--- config.mk ---
export PLATFORM = sky130hd
export DESIGN_NAME = ir_prefetch_queue
export DESIGN_NICKNAME = d
export VERILOG_FILES = /design/src/rtl/ir_prefetch_queue_pkg.sv /design/src/rtl/ir_prefetch_queue_fifo.sv /design/src/rtl/ir_prefetch_queue.sv
export SDC_FILE = /design/constraint.sdc
export NUM_CORES = 1
export LEC_CHECK = 0
export ABC_AREA = 1
export BUFFER_PORTS_ARGS = -buffer_cell sky130_fd_sc_hd__buf_2
export CORE_MARGIN = 2
export CORE_UTILIZATION = 57
export CTS_CLUSTER_DIAMETER = 100
export DETAILED_ROUTE_END_ITERATION = 16
export PLACE_DENSITY = 0.8
export SLEW_MARGIN = 20
export SYNTH_ARGS = -nofsm -noshare
export SYNTH_HDL_FRONTEND = slang
export SYNTH_SLANG_ARGS = --single-unit
--- constraint.sdc ---
create_clock -name clk -period 6.51 [get_ports clk]
set_clock_uncertainty 0.2 [all_clocks]
set_input_delay 1.953 -clock clk [delete_from_list [all_inputs] [get_ports clk]]
set_output_delay 1.953 -clock clk [all_outputs]
set_load 0.005 [all_outputs]
--- src/rtl/ir_prefetch_queue_pkg.sv ---
// rtl/ir_prefetch_queue_pkg.sv - shared IR field bounds, opcode constants and entry width
// Purpose: constants shared by the prefetch queue and the instruction register.
// Ports: none (package).
package ir_prefetch_queue_pkg;

  // IR field bounds, bit 0 is the MSB as on the DBUS
  localparam int OP_L = 0;
  localparam int OP_R = 8;
  localparam int AC_L = 9;
  localparam int AC_R = 12;
  localparam int I_BIT = 13;
  localparam int X_L = 14;
  localparam int X_R = 17;
  localparam int IR_W = 18;

  // queue entry: 36-bit word followed by its prevEN flag
  localparam int WORD_W = 36;
  localparam int ENTRY_W = 37;
  localparam int PREV_BIT = 36;

  localparam logic [8:0] IR_OP_JRST = 9'o254;

  function automatic logic op_ac_match(input logic [0:IR_W-1] ir,
                                       input logic [8:0] op,
                                       input logic [3:0] ac);
    return (ir[OP_L:OP_R] == op) && (ir[AC_L:AC_R] == ac);
  endfunction

endpackage

--- src/rtl/ir_prefetch_queue_fifo.sv ---
// rtl/ir_prefetch_queue_fifo.sv - circular prefetch buffer with count, status and sticky overflow
// Purpose: DEPTH-entry circular buffer of 37-bit entries (module ir_fifo).
// Ports:
//   clk, rst (async active-low), clken  - clock, reset, clock enable
//   push, din                            - push request and entry
//   pop                                  - pop request (ignored when empty)
//   flush                                - empty the queue, clear ovf, discard push
//   head                                 - entry at read pointer (stale when empty)
//   count, empty, full, ovf              - occupancy and status
module ir_fifo
  import ir_prefetch_queue_pkg::*;
#(
  parameter int DEPTH = 4
) (
  input  logic                      clk,
  input  logic                      rst,
  input  logic                      clken,
  input  logic                      push,
  input  logic [0:ENTRY_W-1]        din,
  input  logic                      pop,
  input  logic                      flush,
  output logic [0:ENTRY_W-1]        head,
  output logic [$clog2(DEPTH):0]    count,
  output logic                      empty,
  output logic                      full,
  output logic                      ovf
);

  localparam int AW = $clog2(DEPTH);
  localparam int CW = AW + 1;

  logic [0:ENTRY_W-1] mem [DEPTH];
  logic [AW-1:0]      wptr;
  logic [AW-1:0]      rptr;
  logic               pop_ok;
  logic               push_ok;

  assign empty = (count == '0);
  assign full  = (count == CW'(DEPTH));
  assign head  = mem[rptr];

  // a pop frees the slot this same cycle, so a full queue still accepts a push
  assign pop_ok  = pop & ~empty & ~flush;
  assign push_ok = push & (~full | pop_ok) & ~flush;

  always_ff @(posedge clk) begin
    if (clken && push_ok) begin
      mem[wptr] <= din;
    end
  end

  always_ff @(posedge clk or negedge rst) begin
    if (!rst) begin
      wptr  <= '0;
      rptr  <= '0;
      count <= '0;
      ovf   <= 1'b0;
    end else if (clken) begin
      if (flush) begin
        wptr  <= '0;
        rptr  <= '0;
        count <= '0;
        ovf   <= 1'b0;
      end else begin
        if (push_ok) begin
          wptr <= wptr + AW'(1);
        end
        if (pop_ok) begin
          rptr <= rptr + AW'(1);
        end
        case ({push_ok, pop_ok})
          2'b10:   count <= count + CW'(1);
          2'b01:   count <= count - CW'(1);
          default: count <= count;
        endcase
        if (push && !push_ok) begin
          ovf <= 1'b1;
        end
      end
    end
  end

endmodule

--- src/rtl/ir_prefetch_queue.sv ---
// rtl/ir_prefetch_queue.sv - instruction register with split loading fed by DBUS or a prefetch queue
// Purpose: 18-bit IR (opcode/AC/I/X) loaded from DBUS or the queue head, with
//          stall detection and JRST 0 / parametrised opcode decode.
// Ports:
//   clk, rst (async active-low), clken   - clock, reset, clock enable
//   dbus[0:35], prevEN                   - datapath word and its previous-context flag
//   pfWR, flush                          - queue push, queue discard
//   loadIR, loadXR, useQ                 - IR[0:12] strobe, IR[13:17]+xrPREV strobe, source select
//   regIR[0:17], xrPREV                  - instruction register
//   JRST0, opMATCH                       - decode outputs
//   count, empty, full, ovf, stall       - queue status
module ir_prefetch_queue
  import ir_prefetch_queue_pkg::*;
#(
  parameter int         DEPTH    = 4,
  parameter logic [8:0] MATCH_OP = 9'o254,
  parameter logic [3:0] MATCH_AC = 4'o0
) (
  input  logic                   clk,
  input  logic                   rst,
  input  logic                   clken,
  input  logic [0:WORD_W-1]      dbus,
  input  logic                   prevEN,
  input  logic                   pfWR,
  input  logic                   flush,
  input  logic                   loadIR,
  input  logic                   loadXR,
  input  logic                   useQ,
  output logic [0:IR_W-1]        regIR,
  output logic                   xrPREV,
  output logic                   JRST0,
  output logic                   opMATCH,
  output logic [$clog2(DEPTH):0] count,
  output logic                   empty,
  output logic                   full,
  output logic                   ovf,
  output logic                   stall
);

  logic [0:ENTRY_W-1] head;
  logic [0:IR_W-1]    src_ir;
  logic               src_prev;
  logic               unused_head_bits;

  ir_fifo #(
    .DEPTH(DEPTH)
  ) u_fifo (
    .clk  (clk),
    .rst  (rst),
    .clken(clken),
    .push (pfWR),
    .din  ({dbus, prevEN}),
    // loadIR alone only peeks, so a split load consumes one entry
    .pop  (loadXR & useQ),
    .flush(flush),
    .head (head),
    .count(count),
    .empty(empty),
    .full (full),
    .ovf  (ovf)
  );

  // the right half of a queued word is not part of the IR
  assign unused_head_bits = ^head[IR_W:WORD_W-1];

  assign src_ir   = useQ ? head[0:IR_W-1] : dbus[0:IR_W-1];
  assign src_prev = useQ ? head[PREV_BIT] : prevEN;

  assign stall = useQ & (loadIR | loadXR) & empty;

  always_ff @(posedge clk or negedge rst) begin
    if (!rst) begin
      regIR  <= '0;
      xrPREV <= 1'b0;
    end else if (clken && !stall) begin
      if (loadIR) begin
        regIR[OP_L:AC_R] <= src_ir[OP_L:AC_R];
      end
      if (loadXR) begin
        regIR[I_BIT:X_R] <= src_ir[I_BIT:X_R];
        xrPREV           <= src_prev;
      end
    end
  end

  assign JRST0   = op_ac_match(regIR, IR_OP_JRST, 4'o0);
  assign opMATCH = op_ac_match(regIR, MATCH_OP, MATCH_AC);

endmodule
## After elaboration in Yosys (flattened, before gate mapping)

Memories as Yosys holds them, arrays and structs flattened.
Cells that the tools add are included.
Widths: inputs -> output; s select.

- Add/subtract/negate cells: 4
- Equality and inequality tests: 4
- Reduce and logical (&&, ||, !) cells: 18
- Bitwise operators: 12
- Muxes and demuxes: 12

Operator list:

| operator | count |
|---|---|
| $mux 18 | 1 |
| $reduce_and 2->1 | 6 |
| $eq 9x8->1 const B | 1 |
| $mux 2 | 4 |
| $and 1x1->1 | 7 |
| $pmux 3 s2 | 1 |
| $reduce_bool 2->1 | 3 |
| $mux 1 | 5 |
| $add 2x1->2 const B | 2 |
| $logic_and 1x1->1 | 4 |
| $logic_not 4->1 | 1 |
| $add 3x1->3 const B | 1 |
| $eq 3x3->1 const B | 1 |
| $logic_not 3->1 | 1 |
| $mux 3 | 1 |
| $not 1->1 | 3 |
| $reduce_bool 3->1 | 1 |
| $sub 3x1->3 const B | 1 |
| $eq 2x1->1 const B | 1 |
| $eq 2x2->1 const B | 1 |
| $logic_not 1->1 | 2 |
| $or 1x1->1 | 2 |

- Memories kept: 1
- Input port bits: 45
- Word-level logic and storage cells: 58
- Flip-flop bits (word level): 27
- Memory bits (writable): 148
- Output and inout port bits: 28

Memory list:

| memory | depth | width | rd ports | clocked after memory_dff | write ports | RTL line | text |
|---|---|---|---|---|---|---|---|
| u_fifo.mem | 4 | 37 | 1 | 0 | 1 | ir_prefetch_queue_fifo.sv:32 | `logic [0:ENTRY_W-1] mem [DEPTH];` |

## Depth between registers and ports, before layout

Gate-level depths: netlist of run 1.

- Depth in word-level cells: 11
- Depth in mapped cells: 13
- Mapped depth without buffers: 13

## Hierarchy

From an unflattened synthesis of run 1, not the netlist that was laid out.

- Cell total of the unflattened synthesis: 607
- Area total of the unflattened synthesis: 7,209.4 sq um

By module, submodules not included:

| module | cells each | area each (sq um) | seq. area each (sq um) | times used |
|---|---|---|---|---|
| ir_fifo | 441 | 6,099.6 | 4,644.5 | 1 |
| ir_prefetch_queue | 166 | 1,109.8 | 475.5 | 1 |

## Least setup slack after synthesis of run 1

OpenSTA, ideal clock, no wires.

- Path type: input-to-output
- Start point: in loadXR
- End point: out stall
- Data required time: 4.357 ns
- Stages: 2
- Path buffers: 0
- Slack: 2.124 ns
- Arrival time: 2.233 ns
- Path through: o211ai_4 inv_1

- Longest elaborated chain between the ends: 3

Ends and longest elaborated chain:

| element | RTL line | text |
|---|---|---|
| start, declared | ir_prefetch_queue.sv:27 | `input logic loadXR,` |
| $or 1x1->1 | ir_prefetch_queue.sv:69 | `assign stall = useQ & (loadIR \| loadXR) & empty;` |
| $and 1x1->1 (2 in a row) | ir_prefetch_queue.sv:69 |  |
| end, declared | ir_prefetch_queue.sv:37 | `output logic stall` |

Every way passes these cells.

## Worst setup path in the final report of run 1

- Start point: in useQ
- End point: out stall

- Longest elaborated chain between the ends: 2

Ends and longest elaborated chain:

| element | RTL line | text |
|---|---|---|
| start, declared | ir_prefetch_queue.sv:28 | `input logic useQ,` |
| $and 1x1->1 (2 in a row) | ir_prefetch_queue.sv:69 |  |

Every way passes these cells.

==> impl_metrics.yaml, run 1 <==
layout:
  antenna_cells: 0
  fin_nets: 524
  final_cells: 581
  syn_to_final_growth_pct: 11.37
  drive_above_1_share_pct: 21.09
timing:
  slew-limit-headroom_pct: 32.88
  setup_tns_ns: 0
  rsz0062_at_grt: "false"
  final-setup-viol-count: 0
  finalCriticalPeriod_ns: 4.903
  worst_slew_pin_slew_ns: 1.003
  fmax_mhz: 204.0
  timing.final.crit_share_pct: 75.31
  hold_viol_final: 0
  drv_slew: 0
  worst_slack_ns: 1.607
logic_synthesis:
  ys_ff_latch: 103
  netlist_top_cells_area: "edfxtp_1 51%, dfrtp_1 15%, nand2_1 11%, nor2_1 4.0%, o21ai_0 3.7%"
  ys.flop_type: "edfxtp_1"
  post-synth-top-count-cell: "nand2_1"
  syn_nets: 473
  synth_top_area_share_pct: 50.94
  yosysWarnings: 0
  syn_area_um2: 4481
  synth_common_cells: "127 x nand2_1, 76 x edfxtp_1, 48 x nor2_1"
  syn_avg_cell_area_um2: 10.59
  ys_seq_area_share_pct: 66.02
  synth.distinct_cells: 33
  synth_edf_count: 76
  synth_top_area_cell: "edfxtp_1"
  async_flop_share_pct: 26.21
  syn_inst: 423
critical_path:
  slowest_stage: "buf_2"
  crit_path_end_kind: "primary output"
  criticalPathCategory: "input pin to primary output"
  rrSetupSlack_ns: 3.84
  crit_arrival_ns: 2.75
  worstPathMaxFanout: 22
  cpMostUsedCell: "buf_2"
  crit_chain: "buf_2, o211ai_4, inv_1, buf_2"
  crit_path_start_kind: "input pin"
  crit_required_ns: 4.36
  critPathMaxStageDelay_ns: 0.43
floorplan:
  dieHeight_um: 92.66
  die_area_um2: 8586
  dieWidth_um: 92.66
  initial_core_util_pct: 58.28
  num_io_pins: 73
  rows: 32
  core_area_um2: 7687
drt:
  wire_per_inst_um: 15.33
  drcViolationCount: 0
  drtIter0Drc: 185
  drt_wl_total_mm: 8.906
  avgViaCountPerCell: 5.389
  vias: 3131
  drt-pass1-iter-count: 5
  antenna_left: 0
placed_design:
  gp_congestion: 0.8318
  dp.cells: 565
  place_hpwl_mm: 5.789
  port_buffers: 54
  post-place-ws_ns: 1.629
clock_network:
  post_cts_buffers: 0
  path_clk_slew_ns: 0.09
  clock_sinks: 103
  cts_tree: "done"
  hold_buffers: 0
  htreeDepth: 3
  clockBufferDepth: 2
  clk_latency_ns: 0.37
  numCtsBuffers: 9
  cts-resized-gates: 0
  cts_root_buf: "clkbuf_8"
grt:
  grt_antenna_before_repair: 0
  overflow: 0
  grt.total_usage_pct: 21.99
  grt_max_degree: 40
  grt_pass1_vias: 3031
  grt_first_pass_wirelength_mm: 14.50
pwr:
  power_density_nw_per_um2: 293.8
  peakVddDrop_mv: 0.1494
  p_leak_uw: 0.002158
outcome:
  status: "finished, final reports clean"
run:
  cap_violations: 0
min_path:
  hold_path.class: "flop to flop"
worst max-delay path, delay by kind of cell:
family / cells / cell delay, ns
buffers and inverters: 3 / 0.61
AO/OA/AOI/OAI: 1 / 0.18
routing by layer:
layer	track usage [%]	routed length [um]	part of all wire (%)	vias up
li1	-	-	-	1523
met1	29.33	3750	42	1493
met2	36.25	4448	50	103
met3	3.336	550	6.2	12
met4	9.559	156	1.8	0
met5	0	0	0	-
metrics by stage:
step / util (%) / hold slack (ns) / total power [uW] / instance area, um^2
2_1_floorplan: - / 0.2724 / 1005 / 4481
3_3_place_gp: 62.52 / 0.2640 / 1098 / 4806
3_5_place_dp: 62.52 / 0.2606 / 1112 / 4806
4_1_cts: 64.91 / 0.2917 / 1472 / 4990
5_1_grt: 64.91 / 0.3220 / 1547 / 4990
6_report: 64.91 / 0.2878 / 1466 / 4990
state kept, by name (all words and copies together), names as in the netlist:
register      flops
u_fifo.ovf        1
u_fifo.count      3
u_fifo.mem       76
u_fifo.rptr       2
xrPREV            1
regIR            18
u_fifo.wptr       2
power breakdown:
part	internal (uW)	switching [uW]	total, uW
clock network	161	208	369
registers	758	42.4	801
logic	112	184	296
total	1030	435	1470
cells in the final DEF (no fill, tap or decap):
cell type   count
buf_4           5
nand3_1         5
clkbuf_8       11
nand3_2         2
edfxtp_1       76
fa_1            1
or2_2           1
a21oi_1         4
buf_2          54
clkbuf_1        1
o21ai_2         3
nor4_1          1
nand4_1         3
clkinv_2        1
inv_6           1
nand3_4         1
o21ai_1         6
inv_4           1
o211ai_4        1
nor2_1         48
inv_1          19
o22ai_1        19
clkinvlp_4      2
nor2_4          1
a22oi_1         1
nand2_4         1
dfrtp_1        27
nand2_1       127
ha_1            4
inv_2           5
clkinv_1        1
a31oi_1         1
o21ai_0        33
nor3_1          1
nand2_2        11
layout make-up:
cell class | instances | area [um^2]
flip-flops and latches | 103 | 2958
multi-input cells | 275 | 1313
repair buffers | 59 | 307.8
fillers | 622 | 2698
clock buffers | 12 | 155.1
inverters | 26 | 100.1
well taps | 102 | 127.6
clock inverters | 4 | 28.78
logic make-up (layout without fill, tap and decap cells):
group	count (synthesis)	in the layout	synth area share, %
compound gates	68	68	8.825
fa+ha+maj	5	5	1.564
buf+inv	45	101	4.691
flops	103	103	66.02
simple gates	202	202	18.91
path summary, 6_finish.rpt:
path	start	endpoint	cells after the start
setup / recovery	useQ	stall	4
hold / removal	regIR[14]$_DFFE_PN0P_	regIR[14]$_DFFE_PN0P_	2
setup reg to reg	u_fifo.count[0]$_DFFE_PN0P_	u_fifo.mem[3][19]$_DFFE_PP_	7
hold reg to reg	regIR[14]$_DFFE_PN0P_	regIR[14]$_DFFE_PN0P_	2
max in group asynchronous	rst	regIR[2]$_DFFE_PN0P_	1
min in group asynchronous	rst	u_fifo.count[0]$_DFFE_PN0P_	1
(Power assumes the default switching activity.)
==> inputs of run 2 (changes only) <==
Settings changed: ABC_AREA 1 to 0, CORE_UTILIZATION 57 to 56, PLACE_DENSITY 0.8 to 0.79.
Clock period 6.51 ns to 4.7 ns, I/O delays scaled along.
==> run 2 against run 1 <==
Synthesized cell count is 39% lower. Worst setup slack got worse by 0.70 ns. Largest cell class unchanged. Highest routed layer unchanged. Cell count shrank 28%. Largest power group unchanged.
==> impl_metrics.yaml, run 2 <==
placed_design:
  place_hpwl_mm: 5.223
  port_buffers: 54
  post-place-ws_ns: 0.8989
  gp_congestion: 0.7802
critical_path:
  crit_chain: "buf_2, or4b_4, nor2_1, buf_2"
  rrSetupSlack_ns: 2.18
  crit_path_start: "useQ"
  crit_required_ns: 3.09
  crit_path_start_kind: "input pin"
  criticalPathCategory: "input pin to primary output"
  crit_arrival_ns: 2.18
  path_buf_inv: 2
  slowest_stage: "or4b_4"
  rr_startpoint: "u_fifo.count[0]$_DFFE_PN0P_"
  worst_path_dominant_cell_family: "simple AND/OR/NAND/NOR gates"
  critPathMaxStageDelay_ns: 0.46
  cpMostUsedCell: "buf_2"
  crit_path_end_kind: "primary output"
  worstPathMaxFanout: 3
min_path:
  hp-start: "regIR[16]$_DFFE_PN0P_"
  hold_path.class: "flop to flop"
logic_synthesis:
  synth.distinct_cells: 45
  synthXorXnorAreaFrac_pct: 0.1998
  synth_top_family_by_area: "multiplexers"
  syn_area_um2: 4384
  ys_seq_area_share_pct: 67.47
  netlist_top_cells_area: "edfxtp_1 52%, dfrtp_1 15%, mux4_2 9.8%, mux2i_1 4.8%, a21oi_2 2.6%"
  ys.flop_type: "edfxtp_1"
  synth_top_area_share_pct: 52.05
  syn_avg_cell_area_um2: 16.93
  yosysWarnings: 0
  synth_common_cells: "76 x edfxtp_1, 27 x dfrtp_1, 21 x mux2i_1"
  synth_top_area_cell: "edfxtp_1"
  synth_compound_area_share_pct: 6.307
  synthMuxAreaShare_pct: 14.55
  ys_ff_latch: 103
  yosys.area_share.simple_pct: 6.650
  synthAdderAreaFrac_pct: 1.598
  post-synth-top-count-cell: "edfxtp_1"
  syn_nets: 309
  async_flop_share_pct: 26.21
  synth_edf_count: 76
  syn_inst: 259
timing:
  slew-limit-headroom_pct: 37.17
  hold_viol_final: 0
  worst_slew_pin_slew_ns: 0.9425
  final-setup-viol-count: 0
  setup_tns_ns: 0
  rsz0062_at_grt: "false"
  fmax_mhz: 263.8
  timing.final.crit_share_pct: 80.66
  worst_slack_ns: 0.9091
  drv_slew: 0
  finalCriticalPeriod_ns: 3.791
clock_network:
  cts-resized-gates: 0
  hold_buffers: 0
  clockBufferDepth: 2
  htreeDepth: 3
  path_clk_slew_ns: 0.10
  clock_sinks: 103
  cts_tree: "done"
  post_cts_buffers: 0
  cts_root_buf: "clkbuf_8"
  numCtsBuffers: 9
  clk_latency_ns: 0.36
grt:
  grt_first_pass_wirelength_mm: 12.86
  grt_pass1_vias: 2517
  grt_max_degree: 28
  grt.total_usage_pct: 20.07
  grt_antenna_before_repair: 0
  overflow: 0
drt:
  antenna_left: 0
  avgViaCountPerCell: 5.822
  vias: 2451
  drcViolationCount: 0
  drt_wl_total_mm: 7.958
  wire_per_inst_um: 18.90
  drtIter0Drc: 108
  drt-pass1-iter-count: 4
floorplan:
  rows: 32
  core_area_um2: 7647
  initial_core_util_pct: 57.33
  num_io_pins: 73
  dieWidth_um: 92.48
  dieHeight_um: 92.48
  die_area_um2: 8553
layout:
  drive_above_1_share_pct: 36.68
  fin_nets: 364
  fin_util_pct: 63.99
  syn_to_final_growth_pct: 11.62
  largest_register: "u_fifo.mem"
  antenna_cells: 0
  largest_reg_flops: 76
  top_regs: "u_fifo.mem: 76 flops, regIR: 18 flops, u_fifo.count: 3 flops"
  final_cell_mix: "76 x edfxtp_1, 54 x buf_2, 27 x dfrtp_1"
  mostFrequentLayoutCell: "edfxtp_1"
pwr:
  p_leak_uw: 0.001815
  finalPower_uw: 2231
  power_density_nw_per_um2: 455.9
  peakVddDrop_mv: 0.2992
outcome:
  status: "finished, final reports clean"
run:
  cap_violations: 0
[run 2: changes by cell type in the layout (fill, tap and decap cells not counted), moves of 5 or more]
cell,delta
a21oi_2,+13
inv_1,-14
inv_2,-5
mux2i_1,+21
mux4_2,+19
nand2_1,-121
nand2_2,-11
nor2_1,-31
nor2_2,+7
o21ai_0,-29
o21ai_1,-6
o22ai_1,-18
[run 2: path summary, 6_finish.rpt]
check / endpoint / cells after the start
max in group asynchronous: xrPREV$_DFFE_PN0P_ / 1
worst min-delay path: regIR[16]$_DFFE_PN0P_ / 2
worst min register to register: regIR[16]$_DFFE_PN0P_ / 2
min in group asynchronous: regIR[17]$_DFFE_PN0P_ / 1
worst max-delay path: stall / 4
worst max register to register: u_fifo.count[2]$_DFFE_PN0P_ / 7
[run 2: per-layer routing]
layer  up-vias  wire length [um]  track usage [%]
li1       1113                 -                -
met2        78              3989            32.73
met4         0               134            7.214
met5         -                 0                0
met3        11               375            4.312
met1      1249              3458            26.96
[run 2: final cells by class]
type                       count  area (um^2)
sequential                   103         2958
fill                         552         2754
multi-input combinational    135         1285
timing repair buffer          60        315.3
clock buffer                  10        127.6
tap                          102        127.6
clock inverter                 6        61.31
inverter                       5        18.77
[run 2: power by group]
part / leakage (uW) / switching [uW] / internal (uW)
logic: 0.000719 / 236 / 248
registers: 0.00100 / 113 / 1100
clock network: 0.0000960 / 290 / 245
total: 0.00182 / 639 / 1590
[run 2: cell families (layout without fill, tap and decap cells)]
logic type	count (synthesis)	after routing
AND/OR/NAND/NOR	52	52
multiplexers	40	40
XOR/XNOR	1	1
adder cells (fa/ha/maj)	5	5
AO/OA/AOI/OAI	37	37
flip-flops	103	103
buffers and inverters	21	81
[run 2: metrics by stage]
step	cell area [um^2]	hold WS, ns	cells
5_1_grt	4893	0.3800	421
2_1_floorplan	4384	0.3169	259
3_5_place_dp	4705	0.3293	405
4_1_cts	4893	0.3477	421
3_3_place_gp	4705	0.3088	405
6_report	4893	0.3399	421
[run 2: worst min-delay path: cells and delay by family, from the launching register on]
family / cells / cell delay (ns)
AO/OA/AOI/OAI: 1 / 0.11
flip-flops: 1 / 0.35
AND/OR/NAND/NOR: 1 / 0.04
